==> config.mk <==
export PLATFORM = sky130hd
export DESIGN_NAME = core_run_ctrl
export DESIGN_NICKNAME = d
export VERILOG_FILES = /design/src/rtl/core_run_pkg.sv /design/src/rtl/run_cycle_counter.sv /design/src/rtl/core_run_ctrl.sv
export SDC_FILE = /design/constraint.sdc
export NUM_CORES = 1
export LEC_CHECK = 0
export ABC_AREA = 1
export CORE_ASPECT_RATIO = 1.2
export CORE_MARGIN = 8
export CORE_UTILIZATION = 30
export DETAILED_ROUTE_END_ITERATION = 8
export HOLD_SLACK_MARGIN = 0.05
export PLACE_DENSITY = 0.5
export REMOVE_ABC_BUFFERS = 1
export SYNTH_ARGS = -nofsm -noshare
export SYNTH_HDL_FRONTEND = slang
export SYNTH_HIERARCHICAL = 1
export SYNTH_SLANG_ARGS = --single-unit
==> constraint.sdc <==
create_clock -name clk -period 1.9 [get_ports clk]
set_input_delay 0.19 -clock clk [delete_from_list [all_inputs] [get_ports clk]]
set_output_delay 0.19 -clock clk [all_outputs]
set_load 0.05 [all_outputs]
==> src/rtl/core_run_pkg.sv <==
// Shared types and constants for the core run controller.
// Contents: run-state enum, counter width, core index width.
// No logic; imported by core_run_ctrl and run_cycle_counter.
package core_run_pkg;

   typedef enum logic [1:0] {
      IDLE   = 2'd0,
      LAUNCH = 2'd1,
      RUN    = 2'd2,
      DONE   = 2'd3
   } run_state_e;

   // Width of the run-length and watchdog counters.
   localparam int CNT_W = 32;

   // Largest core count the index encoder is sized for.
   localparam int NCORES_MAX = 16;
   localparam int CORE_W     = $clog2(NCORES_MAX);

endpackage

==> src/rtl/run_cycle_counter.sv <==
// Saturating up-counter with synchronous clear and count enable.
// Latency: count visible the cycle after the enabled edge; clear wins over enable.
// No backpressure: holds at all-ones instead of wrapping.
//
// Ports:
//   clk, rstn : clock, synchronous active-low reset
//   clr       : zero the counter at the next edge
//   inc       : add one at the next edge (ignored once saturated)
//   cnt       : current count
module run_cycle_counter
   import core_run_pkg::*;
#(
   parameter int W = CNT_W
) (
   input  logic         clk,
   input  logic         rstn,
   input  logic         clr,
   input  logic         inc,
   output logic [W-1:0] cnt
);

   logic [W-1:0] cnt_q;
   logic [W-1:0] cnt_d;

   always_comb begin
      cnt_d = cnt_q;
      if (clr) begin
         cnt_d = '0;
      end else if (inc && (cnt_q != '1)) begin
         cnt_d = cnt_q + W'(1);
      end
   end

   always_ff @(posedge clk) begin
      if (!rstn) begin
         cnt_q <= '0;
      end else begin
         cnt_q <= cnt_d;
      end
   end

   assign cnt = cnt_q;

endmodule

==> src/rtl/core_run_ctrl.sv <==
// Run controller: staggered enable of masked cores, per-core finish capture, watchdog abort.
// Latency: first enable one cycle after accepted start; done one cycle after the final finish.
// No backpressure: start is only sampled in IDLE and is dropped otherwise.
//
// Ports:
//   clk, rstn    : clock, synchronous active-low reset
//   start        : run request, core_mask captured when accepted
//   opend        : per-core end-of-program level flags
//   en           : per-core registered enable
//   busy, done   : run in progress / one-cycle completion pulse
//   timeout      : sticky watchdog abort flag
//   cycle_count  : saturating run length in busy edges
module core_run_ctrl
   import core_run_pkg::*;
#(
   parameter int NCORES   = 4,
   parameter int STAGGER  = 2,
   parameter int WATCHDOG = 65535
) (
   input  logic              clk,
   input  logic              rstn,
   input  logic              start,
   input  logic [NCORES-1:0] core_mask,
   input  logic [NCORES-1:0] opend,
   output logic [NCORES-1:0] en,
   output logic              busy,
   output logic              done,
   output logic              timeout,
   output logic [CNT_W-1:0]  cycle_count
);

   run_state_e        state_q,    state_d;
   logic [NCORES-1:0] en_q,       en_d;
   logic [NCORES-1:0] mask_q,     mask_d;
   logic [NCORES-1:0] fin_q,      fin_d;
   logic [NCORES-1:0] launched_q, launched_d;
   logic [NCORES-1:0] armed_q,    armed_d;
   logic [CNT_W-1:0]  stg_q,      stg_d;
   logic              timeout_q,  timeout_d;

   logic [NCORES-1:0] pend;
   logic [NCORES-1:0] sel_oh;
   logic [CORE_W-1:0] sel_idx;
   logic              sel_vld;
   logic [NCORES-1:0] cap;
   logic              cnt_clr;
   logic              cnt_inc;
   logic              wd_hit;
   logic [CNT_W-1:0]  wd_cnt;

   // Lowest-index core still waiting for its enable. In IDLE the
   // candidate set is the incoming mask so the first core can be
   // enabled on the very edge that accepts start.
   always_comb begin
      pend    = (state_q == IDLE) ? core_mask : (mask_q & ~launched_q);
      sel_vld = 1'b0;
      sel_idx = '0;
      for (int i = NCORES - 1; i >= 0; i--) begin
         if (pend[i]) begin
            sel_vld = 1'b1;
            sel_idx = CORE_W'(i);
         end
      end
      sel_oh = '0;
      for (int i = 0; i < NCORES; i++) begin
         sel_oh[i] = sel_vld && (sel_idx == CORE_W'(i));
      end
   end

   // A core may finish only once its enable has been seen at an earlier
   // edge (armed), which masks an opend left high from a previous program.
   assign cap    = en_q & armed_q & opend & mask_q;
   assign wd_hit = (wd_cnt >= CNT_W'(WATCHDOG - 1));

   always_comb begin
      state_d    = state_q;
      en_d       = en_q;
      mask_d     = mask_q;
      fin_d      = fin_q;
      launched_d = launched_q;
      stg_d      = stg_q;
      timeout_d  = timeout_q;
      cnt_clr    = 1'b0;
      cnt_inc    = 1'b0;

      case (state_q)
         IDLE: begin
            if (start) begin
               cnt_clr   = 1'b1;
               timeout_d = 1'b0;
               fin_d     = '0;
               stg_d     = '0;
               mask_d    = core_mask;
               if (core_mask != '0) begin
                  en_d       = sel_oh;
                  launched_d = sel_oh;
                  state_d    = (sel_oh == core_mask) ? RUN : LAUNCH;
               end else begin
                  launched_d = '0;
                  state_d    = DONE;
               end
            end
         end

         LAUNCH, RUN: begin
            cnt_inc = 1'b1;
            fin_d   = fin_q | cap;
            en_d    = en_q & ~cap;

            if (state_q == LAUNCH) begin
               if (stg_q == CNT_W'(STAGGER - 1)) begin
                  stg_d      = '0;
                  en_d       = en_d | sel_oh;
                  launched_d = launched_q | sel_oh;
                  if ((launched_q | sel_oh) == mask_q) begin
                     state_d = RUN;
                  end
               end else begin
                  stg_d = stg_q + CNT_W'(1);
               end
            end

            // A final finish on the watchdog edge counts as a clean end.
            if (fin_d == mask_q) begin
               state_d = DONE;
            end else if (wd_hit) begin
               en_d      = '0;
               timeout_d = 1'b1;
               state_d   = DONE;
            end
         end

         DONE: begin
            state_d = IDLE;
         end

         default: begin
            state_d = IDLE;
         end
      endcase

      // Armed means the enable was already high at this edge and stays high.
      armed_d = en_q & en_d;
   end

   always_ff @(posedge clk) begin
      if (!rstn) begin
         state_q    <= IDLE;
         en_q       <= '0;
         mask_q     <= '0;
         fin_q      <= '0;
         launched_q <= '0;
         armed_q    <= '0;
         stg_q      <= '0;
         timeout_q  <= 1'b0;
      end else begin
         state_q    <= state_d;
         en_q       <= en_d;
         mask_q     <= mask_d;
         fin_q      <= fin_d;
         launched_q <= launched_d;
         armed_q    <= armed_d;
         stg_q      <= stg_d;
         timeout_q  <= timeout_d;
      end
   end

   run_cycle_counter #(.W(CNT_W)) u_cycle_cnt (
      .clk  (clk),
      .rstn (rstn),
      .clr  (cnt_clr),
      .inc  (cnt_inc),
      .cnt  (cycle_count)
   );

   run_cycle_counter #(.W(CNT_W)) u_wd_cnt (
      .clk  (clk),
      .rstn (rstn),
      .clr  (cnt_clr),
      .inc  (cnt_inc),
      .cnt  (wd_cnt)
   );

   assign en      = en_q;
   assign busy    = (state_q == LAUNCH) || (state_q == RUN);
   assign done    = (state_q == DONE);
   assign timeout = timeout_q;

endmodule

==> impl_metrics.toml, run 1 <==
[pwr]
peakVddDrop_mv = 0.6957
p_sw_w = 0.004552
leakagePower_nw = 4.383
clock_power_share_pct = 29.8
pwr_density_cell_nw_per_um2 = 1148
seq_power_share_pct = 23.8
internal_power_w = 0.007361
share_comb_of_total_power_pct = 46.4
p_sw_share_pct = 38.21

[synth]
synth_xor_xnor_area_share_pct = 1.150
synth_flop_cell = "dfxtp_1"
synth_top_family_by_area = "simple AND/OR/NAND/NOR gates"
yosysSeqAreaShare_pct = 31.29
synthArstFlopShare_pct = 0
yosysTopAreaCellShare_pct = 31.29
synthAdderAreaFrac_pct = 1.315
yosys.area.top_type = "dfxtp_1"
synth-compound-area-share_pct = 10.17
synthSimpleGateAreaFrac_pct = 46.85
synth_edf_count = 0
yosys_warnings = 6
netlist_area_um2 = 7614
netlist_instances = 1216
netlist_top_cells_area = "dfxtp_1 31%, nand2_1 15%, nor2_1 12%"
synth_mux_area_share_pct = 0
synth_cell_types = 43
avgSynthCellArea_um2 = 6.261
ys_ff_latch = 119

[floorplanning]
core_um2 = 25220
start_util_pct = 30.18
pin_count = 50
num_rows = 64
dieArea_um2 = 30750
die_w_um = 161.4
die_h_um = 190.5

[cells_and_area]
nets = 1419
antenna_cells = 0
multi_input_area_um2 = 4788
fin_area_um2 = 10380
fillers = 2686
seqCellArea_um2 = 2390
drive_gt1_share_pct = 22.89
area_growth_pct = 36.35

[clock_tree]
cts_buffers = 17
tritoncts = "done"
htreeDepth = 4
postCtsHoldBufs = 0
clock_latency_ns = 0.41
cts_max_path_buffers = 2
root_buffer = "clkbuf_16"
cts.sink_count = 119
path_clk_slew_ns = 0.05

[placed_design]
gp_congestion = 0.8885
dp_hpwl_um = 17770
portBuffers = 49
post_dp_cell_area_um2 = 9365
dpl_worst_slack_ns = -0.1897

[worst_hold_path]
min_from = "timeout$_SDFFE_PN0P_"
whs_path_depth = 2
min_path_type = "flop to flop"
min_to = "timeout$_SDFFE_PN0P_"

[route]
wire_per_inst_um = 13.46
drt-initial-drc-count = 343
ant_nets = 0
viasPerCell = 4.671
drc = 0
routed_wl_um = 23440
route.vias.total = 8132
dr.pass1.iters = 4

[grt]
grt_pass1_wl_um = 38230
grt_use_met1_pct = 17.96
met3_usage_pct = 2.570
grt_pass1_vias = 7839
top_usage_layer = "met2"
grt.total_usage_pct = 15.20
antenna_found_initial = 0
grt_max_degree = 36
met2_usage_pct = 27.36
overflow = 0

[setup_path]
cp.required_ns = 2.25
worst_setup_path_end_kind = "flop"
worstPathArrival_ns = 2.26
r2r-start = "state_q[0]$_SDFFE_PN0P_"
start_kind = "flop"
r2r_end = "stg_q[24]$_SDFFE_PN0P_"
r2r_slack_ns = -0.02
path_class = "flop to flop"
ff2ff_path_depth = 15
crit_fanout = 7

[timing]
fin_crit_ns = 1.920
relSlewSlack_pct = 64.43
max_freq_mhz = 520.9
clock_skew_ns = 0.01016
fin_ws_ns = -0.01977
setup_viol = 1
drv_slew = 0
period_share_pct = 101.0
rsz0062_at_grt = "true"
timing.hold.ws_ns = 0.4563
tightest_slew_ns = 0.5327
hold_viol = 0

[run]
maxCapViolations = 0

[run_status]
status = "finished with violations"
violations = "negative setup slack"
## state kept, by name (all words and copies together), names as in the netlist, 4 cells and up
register	count
stg_q	32
u_cycle_cnt/cnt	32
u_wd_cnt/cnt	32
armed_q	4
en	4
fin_q	4
launched_q	4
mask_q	4
## cells in the final DEF, fill, tap and decap left out, types with 10 or more instances in the layout
master,synthesis,final
nand2_1,309,300
nor2_1,241,221
buf_4,2,140
inv_1,116,113
dfxtp_1,119,113
nand3_1,95,92
a21oi_1,82,81
nand4_1,31,31
nand2_2,18,25
nor3_1,32,25
nor2_2,9,23
o21ai_0,27,23
clkdlybuf4s50_1,0,21
nor2_4,11,17
clkbuf_16,0,17
dlygate4sd2_1,0,13
inv_2,9,11
nand3_2,10,11
dlymetal6s2s_1,0,11
nor3_2,4,10
a21oi_2,9,10
## layout make-up
cell class,instances,area share (%)
inverter,127,4.664
clock inverter,8,1.651
clock buffer,22,4.471
timing repair buffer,194,16.09
tap,330,3.977
multi-input combinational,941,46.13
sequential,119,23.02
## cells by family (layout without fill, tap and decap cells)
logic type,after synthesis,count (layout)
AOI/OAI and AO/OA,139,139
xor gates and xnor gates,10,10
adders and majority gates,8,8
buffers and inverters,157,351
DFF,119,119
and+or+nand+nor,783,784
## power by group through the flow
stage | Clock (W) | Sequential (W) | Combinational, W
floorplan | 0 | 0.00304 | 0.00263
global placement | 0 | 0.00287 | 0.00508
detailed placement | 0 | 0.00287 | 0.00509
CTS | 0.00364 | 0.00283 | 0.00530
global route | 0.00374 | 0.00286 | 0.00606
finish | 0.00355 | 0.00284 | 0.00552
## stage by stage
| step | instances | util [%] | TNS, ns | power (W) |
|---|---|---|---|---|
| after global placement | 1698 | 37.13 | -2.712 | 0.007946 |
| after detailed placement | 1698 | 37.13 | -3.504 | 0.007960 |
| after floorplan | 1186 | - | -60.42 | 0.005673 |
| after CTS | 1731 | 40.01 | 0 | 0.01177 |
| final | 1741 | 41.16 | -0.01977 | 0.01191 |
| after global routing | 1741 | 41.16 | -2.577 | 0.01265 |
## layer usage
layer  up-vias  wire, µm  share of wire (%)
met3        25       620                2.6
met5         -         0                  0
met1      3722     10520                 45
li1       4273         -                  -
met4         0       426                1.8
met2       112     11880                 51
## cell usage after synthesis, types with 2 or more instances
cell	count
nand4_1	31
nor3_1	32
nand3_1	95
and2_1	3
nor2_2	9
buf_2	11
nor2_4	11
nand3b_1	3
dfxtp_1	119
inv_2	9
buf_6	10
nand2_1	309
nor2_1	241
xnor2_1	2
nand2_4	5
a21oi_2	9
a21oi_1	82
o21ai_1	5
nor3_2	4
inv_1	116
o21ai_0	27
nand2_2	18
ha_1	8
nand3_2	10
clkbuf_1	6
xor2_1	8
buf_4	2
nand3_4	3
nor4_1	3
a211oi_1	6
inv_4	2
or2_2	2
nor2_8	2
o21a_1	4
## worst max path at each step
stage                                     start                          endpoint  cells past startpoint
2_1_floorplan           state_q[0]$_SDFFE_PN0P_            stg_q[26]$_SDFFE_PN0P_                     10
3_3_place_gp                              start            stg_q[13]$_SDFFE_PN0P_                     10
3_5_place_dp            state_q[0]$_SDFFE_PN0P_  u_cycle_cnt/cnt[25]$_SDFFE_PP0P_                     12
4_1_cts        u_cycle_cnt/cnt[18]$_SDFFE_PP0P_                   cycle_count[18]                      2
5_1_grt                 state_q[0]$_SDFFE_PN0P_            stg_q[24]$_SDFFE_PN0P_                     15
6_report                state_q[0]$_SDFFE_PN0P_            stg_q[24]$_SDFFE_PN0P_                     15
## worst max-delay path, stage by stage (launching register included)
cell	delay (ns)
dfxtp_2	0.33
inv_2	0.05
ha_4	0.28
nand2_2	0.06
nand2_2	0.07
o21a_4	0.14
buf_6	0.11
inv_4	0.05
buf_12	0.13
nor2_4	0.07
nand2_1	0.06
nor2_2	0.13
nand2_2	0.08
o21ai_2	0.12
nand2_1	0.08
a21oi_2	0.10
## what timing repair did
item | 4_1_cts | 5_1_grt
setup buffers | 3 | 9
gates resized for setup | 41 | 64
gates cloned | 0 | 1
endpoints found under the setup margin | 56 | 71
pin swaps | 11 | 11
(Power assumes the default switching activity.)
==> run 2, diff against run 1 <==
--- a/config.mk
+++ b/config.mk
@@ -13,6 +13,7 @@
 export HOLD_SLACK_MARGIN = 0.05
 export PLACE_DENSITY = 0.5
 export REMOVE_ABC_BUFFERS = 1
+export SLEW_MARGIN = 30
 export SYNTH_ARGS = -nofsm -noshare
 export SYNTH_HDL_FRONTEND = slang
 export SYNTH_HIERARCHICAL = 1
==> results of run 2 <==
The final DEF is identical to that of run 1; final timing and power are the same.
